<file path="config.mk">
export PLATFORM = sky130hd
export DESIGN_NAME = encoder_core_mc_flat
export DESIGN_NICKNAME = d
export VERILOG_FILES = /design/src/rtl/encoder_core_mc_if.sv /design/src/rtl/encoder_core_mc.sv /design/src/flat_wrapper.sv
export SDC_FILE = /design/constraint.sdc
export NUM_CORES = 1
export LEC_CHECK = 0
export CAP_MARGIN = 15
export CORE_MARGIN = 2
export CORE_UTILIZATION = 23
export CTS_CLUSTER_SIZE = 12
export DETAILED_ROUTE_END_ITERATION = 8
export PLACE_DENSITY = 0.44
export SLEW_MARGIN = 25
export SYNTH_ARGS = -nofsm -noshare
export SYNTH_HDL_FRONTEND = slang
export SYNTH_SLANG_ARGS = --single-unit
</file>
<file path="constraint.sdc">
create_clock -name clk -period 13.7 [get_ports clk]
set_input_delay 2.055 -clock clk [delete_from_list [all_inputs] [get_ports clk]]
set_output_delay 2.055 -clock clk [all_outputs]
set_load 0.02 [all_outputs]
</file>
<file path="src/rtl/encoder_core_mc_if.sv">
// Bus bundle between the encoder core and the register block: control
// inputs, raw encoder pins and the register-readable channel status.
interface encoder_core_mc_if #(
  parameter int NUM_CH = 4,
  parameter int POS_W  = 32,
  parameter int VEL_W  = 16
);
  logic                      enable;
  logic [1:0]                mode;
  logic [NUM_CH-1:0]         idx_clr_en;
  logic [NUM_CH-1:0]         err_clr;
  logic [NUM_CH-1:0]         enc_a;
  logic [NUM_CH-1:0]         enc_b;
  logic [NUM_CH-1:0]         enc_z;
  logic [NUM_CH*POS_W-1:0]   position;
  logic [NUM_CH*VEL_W-1:0]   velocity;
  logic                      vel_valid;
  logic [NUM_CH-1:0]         direction;
  logic [NUM_CH-1:0]         idx_seen;
  logic [NUM_CH-1:0]         err;

  modport master (
    output enable, mode, idx_clr_en, err_clr, enc_a, enc_b, enc_z,
    input  position, velocity, vel_valid, direction, idx_seen, err
  );

  modport slave (
    input  enable, mode, idx_clr_en, err_clr, enc_a, enc_b, enc_z,
    output position, velocity, vel_valid, direction, idx_seen, err
  );
endinterface

</file>
<file path="src/rtl/encoder_core_mc.sv">
// Multi-channel quadrature encoder core: sync + glitch filter + x1/x2/x4
// decode, wrapping position, index zeroing, error flag, windowed velocity.
module encoder_core_mc #(
  parameter int NUM_CH        = 4,
  parameter int POS_W         = 32,
  parameter int VEL_W         = 16,
  parameter int WINDOW_CYCLES = 100_000_000,
  parameter int FILT_LEN      = 4
) (
  input logic              clk,
  input logic              reset,
  encoder_core_mc_if.slave bus
);
  localparam int IN_W  = 3 * NUM_CH;
  localparam int CNT_W = (FILT_LEN > 1) ? $clog2(FILT_LEN) : 1;
  localparam int TMR_W = $clog2(WINDOW_CYCLES);

  logic [IN_W-1:0]         sync_p0, sync_p1, filt_p2, filt_p3;
  logic [CNT_W-1:0]        fcnt_p2 [IN_W];
  logic [TMR_W-1:0]        timer;
  logic signed [POS_W-1:0] pos_r [NUM_CH];
  logic signed [VEL_W-1:0] acc_r [NUM_CH];
  logic signed [VEL_W-1:0] vel_r [NUM_CH];
  logic [NUM_CH-1:0]       dir_r, seen_r, err_r;
  logic                    vld_p3;
  logic [1:0]              ab_prev [NUM_CH];
  logic [1:0]              ab_curr [NUM_CH];
  logic signed [1:0]       step [NUM_CH];
  logic [NUM_CH-1:0]       illegal, z_rise;
  logic                    win_end;

  // {a,b} prev->curr; modes 00 and 11 both select x4.
  function automatic logic signed [1:0] decode_step(input logic [1:0] prev,
                                                    input logic [1:0] curr,
                                                    input logic [1:0] md);
    logic x4, x1;
    logic signed [1:0] s;
    x4 = (md[1] == md[0]);
    x1 = (md == 2'b10);
    s  = 2'sb00;
    case ({prev, curr})
      4'b00_01, 4'b11_10: s = x4 ? 2'sb01 : 2'sb00;
      4'b01_00, 4'b10_11: s = x4 ? 2'sb11 : 2'sb00;
      4'b10_00:           s = x1 ? 2'sb00 : 2'sb01;
      4'b00_10:           s = x1 ? 2'sb00 : 2'sb11;
      4'b01_11:           s = 2'sb01;
      4'b11_01:           s = 2'sb11;
      default:            s = 2'sb00;
    endcase
    return s;
  endfunction

  function automatic logic is_illegal(input logic [1:0] prev, input logic [1:0] curr);
    return (prev ^ curr) == 2'b11;
  endfunction

  function automatic logic signed [VEL_W-1:0] sat_add(input logic signed [VEL_W-1:0] acc,
                                                      input logic signed [1:0] st);
    logic [VEL_W:0] sum;
    sum = {acc[VEL_W-1], acc} + {{(VEL_W-1){st[1]}}, st};
    if (sum[VEL_W] != sum[VEL_W-1])
      return sum[VEL_W] ? {1'b1, {(VEL_W-1){1'b0}}} : {1'b0, {(VEL_W-1){1'b1}}};
    return sum[VEL_W-1:0];
  endfunction

  // Stage p3: decode filtered levels against the previous filtered levels
  always_comb begin
    win_end = bus.enable && (timer == TMR_W'(WINDOW_CYCLES - 1));
    for (int ch = 0; ch < NUM_CH; ch++) begin
      ab_prev[ch] = {filt_p3[ch], filt_p3[NUM_CH+ch]};
      ab_curr[ch] = {filt_p2[ch], filt_p2[NUM_CH+ch]};
      illegal[ch] = is_illegal(ab_prev[ch], ab_curr[ch]);
      step[ch]    = decode_step(ab_prev[ch], ab_curr[ch], bus.mode);
      z_rise[ch]  = filt_p2[2*NUM_CH+ch] & ~filt_p3[2*NUM_CH+ch];
    end
  end

  always_ff @(posedge clk or posedge reset) begin
    if (reset) begin
      sync_p0 <= '0;
      sync_p1 <= '0;
      filt_p2 <= '0;
      filt_p3 <= '0;
      timer   <= '0;
      vld_p3  <= 1'b0;
      dir_r   <= '0;
      seen_r  <= '0;
      err_r   <= '0;
      for (int i = 0; i < IN_W; i++) fcnt_p2[i] <= '0;
      for (int ch = 0; ch < NUM_CH; ch++) begin
        pos_r[ch] <= '0;
        acc_r[ch] <= '0;
        vel_r[ch] <= '0;
      end
    end else begin
      // Stage p0/p1: two-flop synchroniser, a/b/z packed side by side
      sync_p0 <= {bus.enc_z, bus.enc_b, bus.enc_a};
      sync_p1 <= sync_p0;
      // Stage p2: a level is accepted on its FILT_LEN-th consecutive sample
      for (int i = 0; i < IN_W; i++) begin
        if (sync_p1[i] == filt_p2[i]) begin
          fcnt_p2[i] <= '0;
        end else if (fcnt_p2[i] == CNT_W'(FILT_LEN - 1)) begin
          filt_p2[i] <= sync_p1[i];
          fcnt_p2[i] <= '0;
        end else begin
          fcnt_p2[i] <= fcnt_p2[i] + 1'b1;
        end
      end
      filt_p3 <= filt_p2;
      // Stage p3: per-channel state update
      for (int ch = 0; ch < NUM_CH; ch++) begin
        if (illegal[ch])
          err_r[ch] <= 1'b1;
        else if (bus.err_clr[ch])
          err_r[ch] <= 1'b0;
        if (z_rise[ch])
          seen_r[ch] <= 1'b1;
        if (bus.enable) begin
          if (z_rise[ch] && bus.idx_clr_en[ch])
            pos_r[ch] <= '0;
          else
            pos_r[ch] <= pos_r[ch] + {{(POS_W-2){step[ch][1]}}, step[ch]};
          if (step[ch] != 2'sb00)
            dir_r[ch] <= ~step[ch][1];
          if (win_end) begin
            vel_r[ch] <= sat_add(acc_r[ch], step[ch]);
            acc_r[ch] <= '0;
          end else begin
            acc_r[ch] <= sat_add(acc_r[ch], step[ch]);
          end
        end
      end
      vld_p3 <= win_end;
      if (bus.enable)
        timer <= win_end ? '0 : timer + 1'b1;
    end
  end

  for (genvar g = 0; g < NUM_CH; g++) begin : g_out
    assign bus.position[g*POS_W +: POS_W] = pos_r[g];
    assign bus.velocity[g*VEL_W +: VEL_W] = vel_r[g];
  end
  assign bus.vel_valid = vld_p3;
  assign bus.direction = dir_r;
  assign bus.idx_seen  = seen_r;
  assign bus.err       = err_r;
endmodule
</file>
<file path="src/flat_wrapper.sv">
// flat-port wrapper written by rule: the top's interface ports become plain ports
module encoder_core_mc_flat 
#(
  parameter int NUM_CH        = 4,
  parameter int POS_W         = 32,
  parameter int VEL_W         = 16,
  parameter int WINDOW_CYCLES = 100_000_000,
  parameter int FILT_LEN      = 4
)
  (clk, reset, bus_enable, bus_mode, bus_idx_clr_en, bus_err_clr, bus_enc_a, bus_enc_b, bus_enc_z, bus_position, bus_velocity, bus_vel_valid, bus_direction, bus_idx_seen, bus_err);
  encoder_core_mc_if #(.NUM_CH(NUM_CH), .POS_W(POS_W), .VEL_W(VEL_W)) bus_i ();
  input logic clk;
  input logic reset;
  input wire logic [$bits(bus_i.enable)-1:0] bus_enable;
  input wire logic [$bits(bus_i.mode)-1:0] bus_mode;
  input wire logic [$bits(bus_i.idx_clr_en)-1:0] bus_idx_clr_en;
  input wire logic [$bits(bus_i.err_clr)-1:0] bus_err_clr;
  input wire logic [$bits(bus_i.enc_a)-1:0] bus_enc_a;
  input wire logic [$bits(bus_i.enc_b)-1:0] bus_enc_b;
  input wire logic [$bits(bus_i.enc_z)-1:0] bus_enc_z;
  output wire logic [$bits(bus_i.position)-1:0] bus_position;
  output wire logic [$bits(bus_i.velocity)-1:0] bus_velocity;
  output wire logic [$bits(bus_i.vel_valid)-1:0] bus_vel_valid;
  output wire logic [$bits(bus_i.direction)-1:0] bus_direction;
  output wire logic [$bits(bus_i.idx_seen)-1:0] bus_idx_seen;
  output wire logic [$bits(bus_i.err)-1:0] bus_err;
  assign bus_i.enable = bus_enable;
  assign bus_i.mode = bus_mode;
  assign bus_i.idx_clr_en = bus_idx_clr_en;
  assign bus_i.err_clr = bus_err_clr;
  assign bus_i.enc_a = bus_enc_a;
  assign bus_i.enc_b = bus_enc_b;
  assign bus_i.enc_z = bus_enc_z;
  assign bus_position = bus_i.position;
  assign bus_velocity = bus_i.velocity;
  assign bus_vel_valid = bus_i.vel_valid;
  assign bus_direction = bus_i.direction;
  assign bus_idx_seen = bus_i.idx_seen;
  assign bus_err = bus_i.err;
  encoder_core_mc #(.NUM_CH(NUM_CH), .POS_W(POS_W), .VEL_W(VEL_W), .WINDOW_CYCLES(WINDOW_CYCLES), .FILT_LEN(FILT_LEN)) u_core (.clk(clk), .reset(reset), .bus(bus_i));
endmodule
</file>
==> results.py, run 1 <==
metrics = {
    "cells_and_area": {
        "num_antenna_cells": 0,
        "area_growth_pct": 24.2,
        "final_cell_count_no_fill": 3967,
        "final_net_count": 2864,
        "final_layout_size_suffix_gt1_frac": 0.0663,
    },
    "power": {
        "cellPowerDensity_nw_per_um2": 300,
        "leakage_nw": 12.9,
        "power_mw": 8.62,
        "vdd_drop_max_v": 0.000113,
    },
    "global_routing": {
        "grt_pass1_wl_um": 107000,
        "grt_pass1_vias": 18667,
        "overflow": 0,
        "antenna_found_initial": 1,
        "grt_usage": 0.130,
        "grt_max_degree": 136,
    },
    "logic_synthesis": {
        "synthXorXnorAreaFrac": 0.0748,
        "synth_adder_area_share": 0.124,
        "synth.most_common_cell": "dfrtp_1",
        "synth-seq-cells": 368,
        "ys_top_cells_by_area": "dfrtp_1 40%, ha_1 11%, xnor2_1 4.9%",
        "synth_top_family_by_area": "compound AO/OA/AOI/OAI gates",
        "syn_nets": 2652,
        "synthFlopType": "dfrtp_1",
        "ys_warn_count": 0,
        "avgSynthCellArea_sq_um": 9.59,
        "async_reset_ff_frac": 1.00,
        "synth_compound_area_frac": 0.237,
        "synth_area_sq_um": 23200,
        "synthSimpleGateAreaFrac": 0.124,
        "yosysTopAreaCellShare": 0.397,
        "synth_top_cell_by_area": "dfrtp_1",
        "ys_seq_area_frac": 0.397,
        "netlist_top_cells_count": "368 x dfrtp_1, 203 x a21oi_1, 202 x ha_1, 176 x nand2_1, 169 x o21ai_0",
        "yosys.cell_types.count": 87,
        "syn_inst": 2417,
        "synth_mux_area_frac": 0.0132,
        "synth-edff-count": 0,
    },
    "die": {
        "dieHeight_um": 321,
        "die_w_um": 321,
        "io_pins": 230,
        "core_sq_um": 100000,
        "num_rows": 116,
        "initial_core_util": 0.232,
        "fp.dieArea_sq_um": 103000,
    },
    "worst_setup_path": {
        "worstSetupStartpointType": "input port",
        "r2r-start": "u_core.filt_p2[5]$_DFFE_PP0P_",
        "critPathCaptureType": "flop",
        "startpoint": "bus_mode[0]",
        "critical_path_required_ns": 14.21,
        "critPathKind": "in2reg",
        "critPathMaxFanout": 48,
        "worstPathArrival_ns": 7.52,
    },
    "worst_hold_path": {
        "worstHoldPathType": "reg2reg",
        "hp-start": "u_core.sync_p0[2]$_DFF_PP0_",
    },
    "route": {
        "wl_um": 66900,
        "drtIter0Drc": 1051,
        "avgViaCountPerCell": 4.69,
        "wl_per_cell_um": 16.9,
        "drc_errors": 0,
        "vias": 18624,
        "postRouteAntennaNets": 0,
        "firstDrtPassIters": 5,
    },
    "clock_tree": {
        "cts_tree": "done",
        "insertion_delay_ns": 0.63,
        "clk_pin_slew_ns": 0.06,
        "clk_root_buffer_cell": "clkbuf_16",
        "cts_buffer_depth": 3,
        "clkSinkCount": 368,
        "numCtsBuffers": 51,
        "cts-hold-fix-buffers": 0,
        "htree_levels": 2,
        "ctsResizeCount": 0,
        "post-cts-setup-buffer-count": 0,
    },
    "timing": {
        "fmax_ghz": 0.143,
        "slew_viol_final": 0,
        "hold_slack_ns": 0.345,
        "period_needed_ns": 7.01,
        "max_slew_margin": 0.338,
        "finalCritPeriodShare": 0.511,
        "rsz0062_at_grt": "false",
        "setup_viol": 0,
        "tns_ns": 0,
        "skew_ns": 0.0316,
        "hold_viol": 0,
        "worstMarginPinSlew_ns": 0.993,
    },
    "placement": {
        "port_buffers": 229,
        "place_hpwl_um": 46300,
        "dp_cells": 3874,
        "globalplace.congestion": 0.797,
    },
    "status": {
        "outcome": "complete, no violations",
    },
    "job": {
        "cap_violations": 0,
    },
}
-- per-stage QoR --
| step | setup WS (ns) | area (sq um) | util |
|---|---|---|---|
| detailed placement | 5.97 | 27000 | 0.270 |
| CTS | 6.65 | 28800 | 0.288 |
| floorplan | 1.43 | 23200 | - |
| finish | 6.69 | 28800 | 0.288 |
| global route | 6.14 | 28800 | 0.288 |
| global placement | 6.02 | 27000 | 0.270 |
-- path summary, 6_finish.rpt --
path | to | slack [ns] | cells past startpoint
max | u_core.acc_r[34]$_DFFE_PP0P_ | 6.69 | 21
min | u_core.sync_p1[2]$_DFF_PP0_ | 0.34 | 0
max reg2reg | u_core.acc_r[34]$_DFFE_PP0P_ | 8.57 | 19
min reg2reg | u_core.sync_p1[2]$_DFF_PP0_ | 0.34 | 0
max in group asynchronous | u_core.acc_r[2]$_DFFE_PP0P_ | 9.74 | 4
min in group asynchronous | u_core.bus.position[25]$_DFFE_PP0P_ | 2.00 | 2
-- kinds of logic after synthesis --
logic type	Yosys count
flops	368
compound gates	823
xor+xnor	195
buf+inv	172
mux	27
simple gates	604
fa+ha+maj	228
-- layer usage --
layer | up-vias | share of wire | GRT usage
li1 | 9337 | - | -
met1 | 8987 | 0.49 | 0.180
met2 | 231 | 0.44 | 0.202
met3 | 67 | 0.047 | 0.0288
met4 | 2 | 0.019 | 0.0335
met5 | - | 0.00010 | 0
-- final cells by class --
cell class	count	area, sq um
multi-input cells	1877	13400
flip-flops and latches	368	9210
repair buffers	251	2470
clock buffers	64	1400
inverters	80	313
fillers	10408	71200
clock inverters	29	404
well taps	1298	1620
-- critical path, cell delays in order --
cell             delay (ns)
clkdlybuf4s50_1        0.45
inv_1                  0.04
ha_1                   0.56
a31oi_1                0.14
nor2_1                 0.10
nand2_1                0.10
o21ai_4                0.07
buf_4                  0.53
inv_1                  0.31
fa_1                   0.49
nor2b_1                0.14
o21a_1                 0.14
o21ai_0                0.11
a21oi_1                0.30
a211oi_1               0.18
or3b_1                 0.40
a41oi_1                0.19
buf_4                  0.26
or2_2                  0.18
nand3_1                0.43
o2bb2ai_1              0.32
-- layout by cell type, fill, tap and decap left out, types with 12 or more instances in the layout --
cell type / instances
a21o_1: 87
a211oi_1: 12
o21ai_0: 165
or3_1: 15
nor3_1: 41
a22o_1: 74
nand2b_1: 23
clkdlybuf4s50_1: 228
buf_4: 20
nor2b_1: 38
nor2_1: 163
dfrtp_1: 368
nand3_1: 51
o2bb2ai_1: 79
and3_1: 26
mux2_2: 24
maj3_1: 17
nand4_1: 19
o31ai_1: 25
inv_1: 77
a31oi_1: 25
clkinv_2: 12
nand2_1: 175
o21bai_1: 16
a21oi_1: 200
o21ai_1: 13
xnor2_1: 130
clkbuf_16: 52
o21a_1: 26
xor2_1: 62
ha_1: 202
-- report_power, final --
| part | switching, mW | internal, mW |
|---|---|---|
| logic | 3.13 | 2.28 |
| registers | 0.319 | 1.46 |
| clock network | 0.544 | 0.891 |
| total | 4.00 | 4.62 |
-- state kept, by name, indices dropped and copies added (netlist names), 12 cells and up --
register,flops
u_core.acc_r,64
u_core.bus.position,128
u_core.bus.velocity,64
u_core.fcnt_p2,24
u_core.filt_p2,12
u_core.filt_p3,12
u_core.sync_p0,12
u_core.sync_p1,12
u_core.timer,27
Power figures use the tool's default switching activity.
==> run 2: changes to the inputs <==
PLACE_DENSITY = 0.45   (was 0.44)
clock period = 5.7 ns   (was 13.7 ns; I/O delays follow)
==> run 2 against run 1 <==
Effect of this change:
- utilization up 0.24 points
- via count up 0.62%
- setup slack got worse by 5.9 ns
- combinational power up 150%
- cell count grew 1.3%
- sequential cell count unchanged
- count of clock-buffer cells in the layout grew 10
- first-iteration DRC count decreased by 16%
==> results.py, run 2 (synthesized netlist as in run 1, its figures left out) <==
metrics = {
    "die": {
        "core_sq_um": 100000,
        "dieHeight_um": 321,
        "fp.dieArea_sq_um": 103000,
        "num_rows": 116,
        "initial_core_util": 0.232,
        "die_w_um": 321,
        "io_pins": 230,
    },
    "route": {
        "avgViaCountPerCell": 4.66,
        "wl_per_cell_um": 17.1,
        "drc_errors": 0,
        "drtIter0Drc": 881,
        "wl_um": 68700,
        "postRouteAntennaNets": 0,
        "firstDrtPassIters": 5,
        "vias": 18740,
    },
    "clock_tree": {
        "insertion_delay_ns": 0.63,
        "clkSinkCount": 368,
        "htree_levels": 2,
        "numCtsBuffers": 50,
        "cts-hold-fix-buffers": 0,
        "ctsResizeCount": 0,
        "clk_pin_slew_ns": 0.06,
        "post-cts-setup-buffer-count": 0,
        "cts_tree": "done",
        "clk_root_buffer_cell": "clkbuf_16",
        "cts_buffer_depth": 3,
    },
    "timing": {
        "slew_viol_final": 0,
        "worstMarginPinSlew_ns": 0.899,
        "setup_viol": 0,
        "hold_slack_ns": 0.345,
        "finalCritPeriodShare": 0.852,
        "max_slew_margin": 0.400,
        "hold_viol": 0,
        "period_needed_ns": 4.86,
        "fmax_ghz": 0.206,
        "skew_ns": 0.0165,
        "rsz0062_at_grt": "false",
    },
    "job": {
        "cap_violations": 0,
    },
    "placement": {
        "port_buffers": 229,
        "globalplace.congestion": 0.803,
        "place_hpwl_um": 49200,
        "dp_cells": 3930,
    },
    "worst_setup_path": {
        "cp_slowest_cell": "o21ai_0",
        "critPathMaxFanout": 6,
        "worstSetupStartpointType": "input port",
        "critPathCaptureType": "flop",
        "critical_path_required_ns": 6.23,
        "worstPathArrival_ns": 5.39,
        "crit_path_max_incr_delay_ns": 0.65,
        "crit_chain": "clkdlybuf4s50_1, inv_1, ha_1, nor3_1, a21oi_1, o21ai_0, ha_1, inv_1, fa_1, nor2b_1, o21a_1, o21ai_0, a21oi_1, a211oi_1, or3b_1, a41oi_1, and2_1, buf_4, nor2_1, o21ai_0",
        "path_common_cell": "o21ai_0",
        "critPathKind": "in2reg",
    },
    "cells_and_area": {
        "n_fill_cell": 10481,
        "largest_reg_flops": 128,
        "num_antenna_cells": 0,
        "final_cell_count_no_fill": 4018,
        "final_net_count": 2919,
        "final_common_cell": "dfrtp_1",
        "area_growth_pct": 25.2,
        "final_util": 0.290,
        "most-common-layout-cells": "368 x dfrtp_1, 228 x clkdlybuf4s50_1, 202 x ha_1, 200 x a21oi_1, 175 x nand2_1",
        "final_layout_size_suffix_gt1_frac": 0.0813,
    },
    "worst_hold_path": {
        "worstHoldPathType": "reg2reg",
    },
    "global_routing": {
        "grt_pass1_wl_um": 110000,
        "grt_max_degree": 128,
        "grt_usage": 0.132,
        "antenna_found_initial": 2,
        "overflow": 0,
        "grt_pass1_vias": 18921,
    },
    "status": {
        "outcome": "complete, no violations",
    },
    "power": {
        "leakage_nw": 13.1,
        "cellPowerDensity_nw_per_um2": 723,
        "power_mw": 21.0,
        "vdd_drop_max_v": 0.000265,
    },
}
-- run 2: report_power, final --
group          leakage [nW]  internal [mW]  switching (mW)
clock                 0.800           1.88            1.30
combinational          7.60           5.83            7.68
sequential             4.67           3.50           0.778
total                  13.1           11.2            9.76
-- run 2: metal layers --
layer,track usage,wire length [um]
met1,0.190,34500
met5,0,0
met2,0.203,30000
met3,0.0237,2780
met4,0.0375,1420
-- run 2: final cells by class --
cell class,count,area [sq um],area share
inverters,80,309,0.0106
clock inverters,14,164,0.00565
flip-flops and latches,368,9210,0.317
well taps,1298,1620,0.0560
clock buffers,74,1450,0.0500
multi-input cells,1877,13300,0.460
repair buffers,307,2930,0.101
-- run 2: per-stage QoR --
stage                     area, sq um  setup slack, ns  TNS, ns
final                           29000            0.842        0
after global routing            29000            0.381        0
after CTS                       29000            0.738        0
after detailed placement        27400           0.0785        0
after global placement          27400            0.131        0
after floorplan                 23200          -0.0932   -34.29
-- run 2: worst paths after layout --
kind | start | end | slack, ns | depth (start not counted)
max in group asynchronous | reset | u_core.sync_p0[4]$_DFF_PP0_ | 4.11 | 3
worst max register to register | u_core.filt_p2[5]$_DFFE_PP0P_ | u_core.bus.velocity[29]$_DFFE_PP0P_ | 1.26 | 17
min in group asynchronous | reset | u_core.bus.velocity[51]$_DFFE_PP0P_ | 0.86 | 3
worst min-delay path | u_core.sync_p0[4]$_DFF_PP0_ | u_core.sync_p1[4]$_DFF_PP0_ | 0.34 | 0
worst min register to register | u_core.sync_p0[4]$_DFF_PP0_ | u_core.sync_p1[4]$_DFF_PP0_ | 0.34 | 0
worst max-delay path | bus_mode[0] | u_core.bus.velocity[29]$_DFFE_PP0P_ | 0.84 | 20
-- run 2: worst max-delay path, delay by kind of cell --
family,cells,cell delay (ns)
AOI/OAI and AO/OA,8,1.83
and+or+nand+nor,5,1.02
adders and majority gates,3,0.92
buffers and inverters,4,0.76
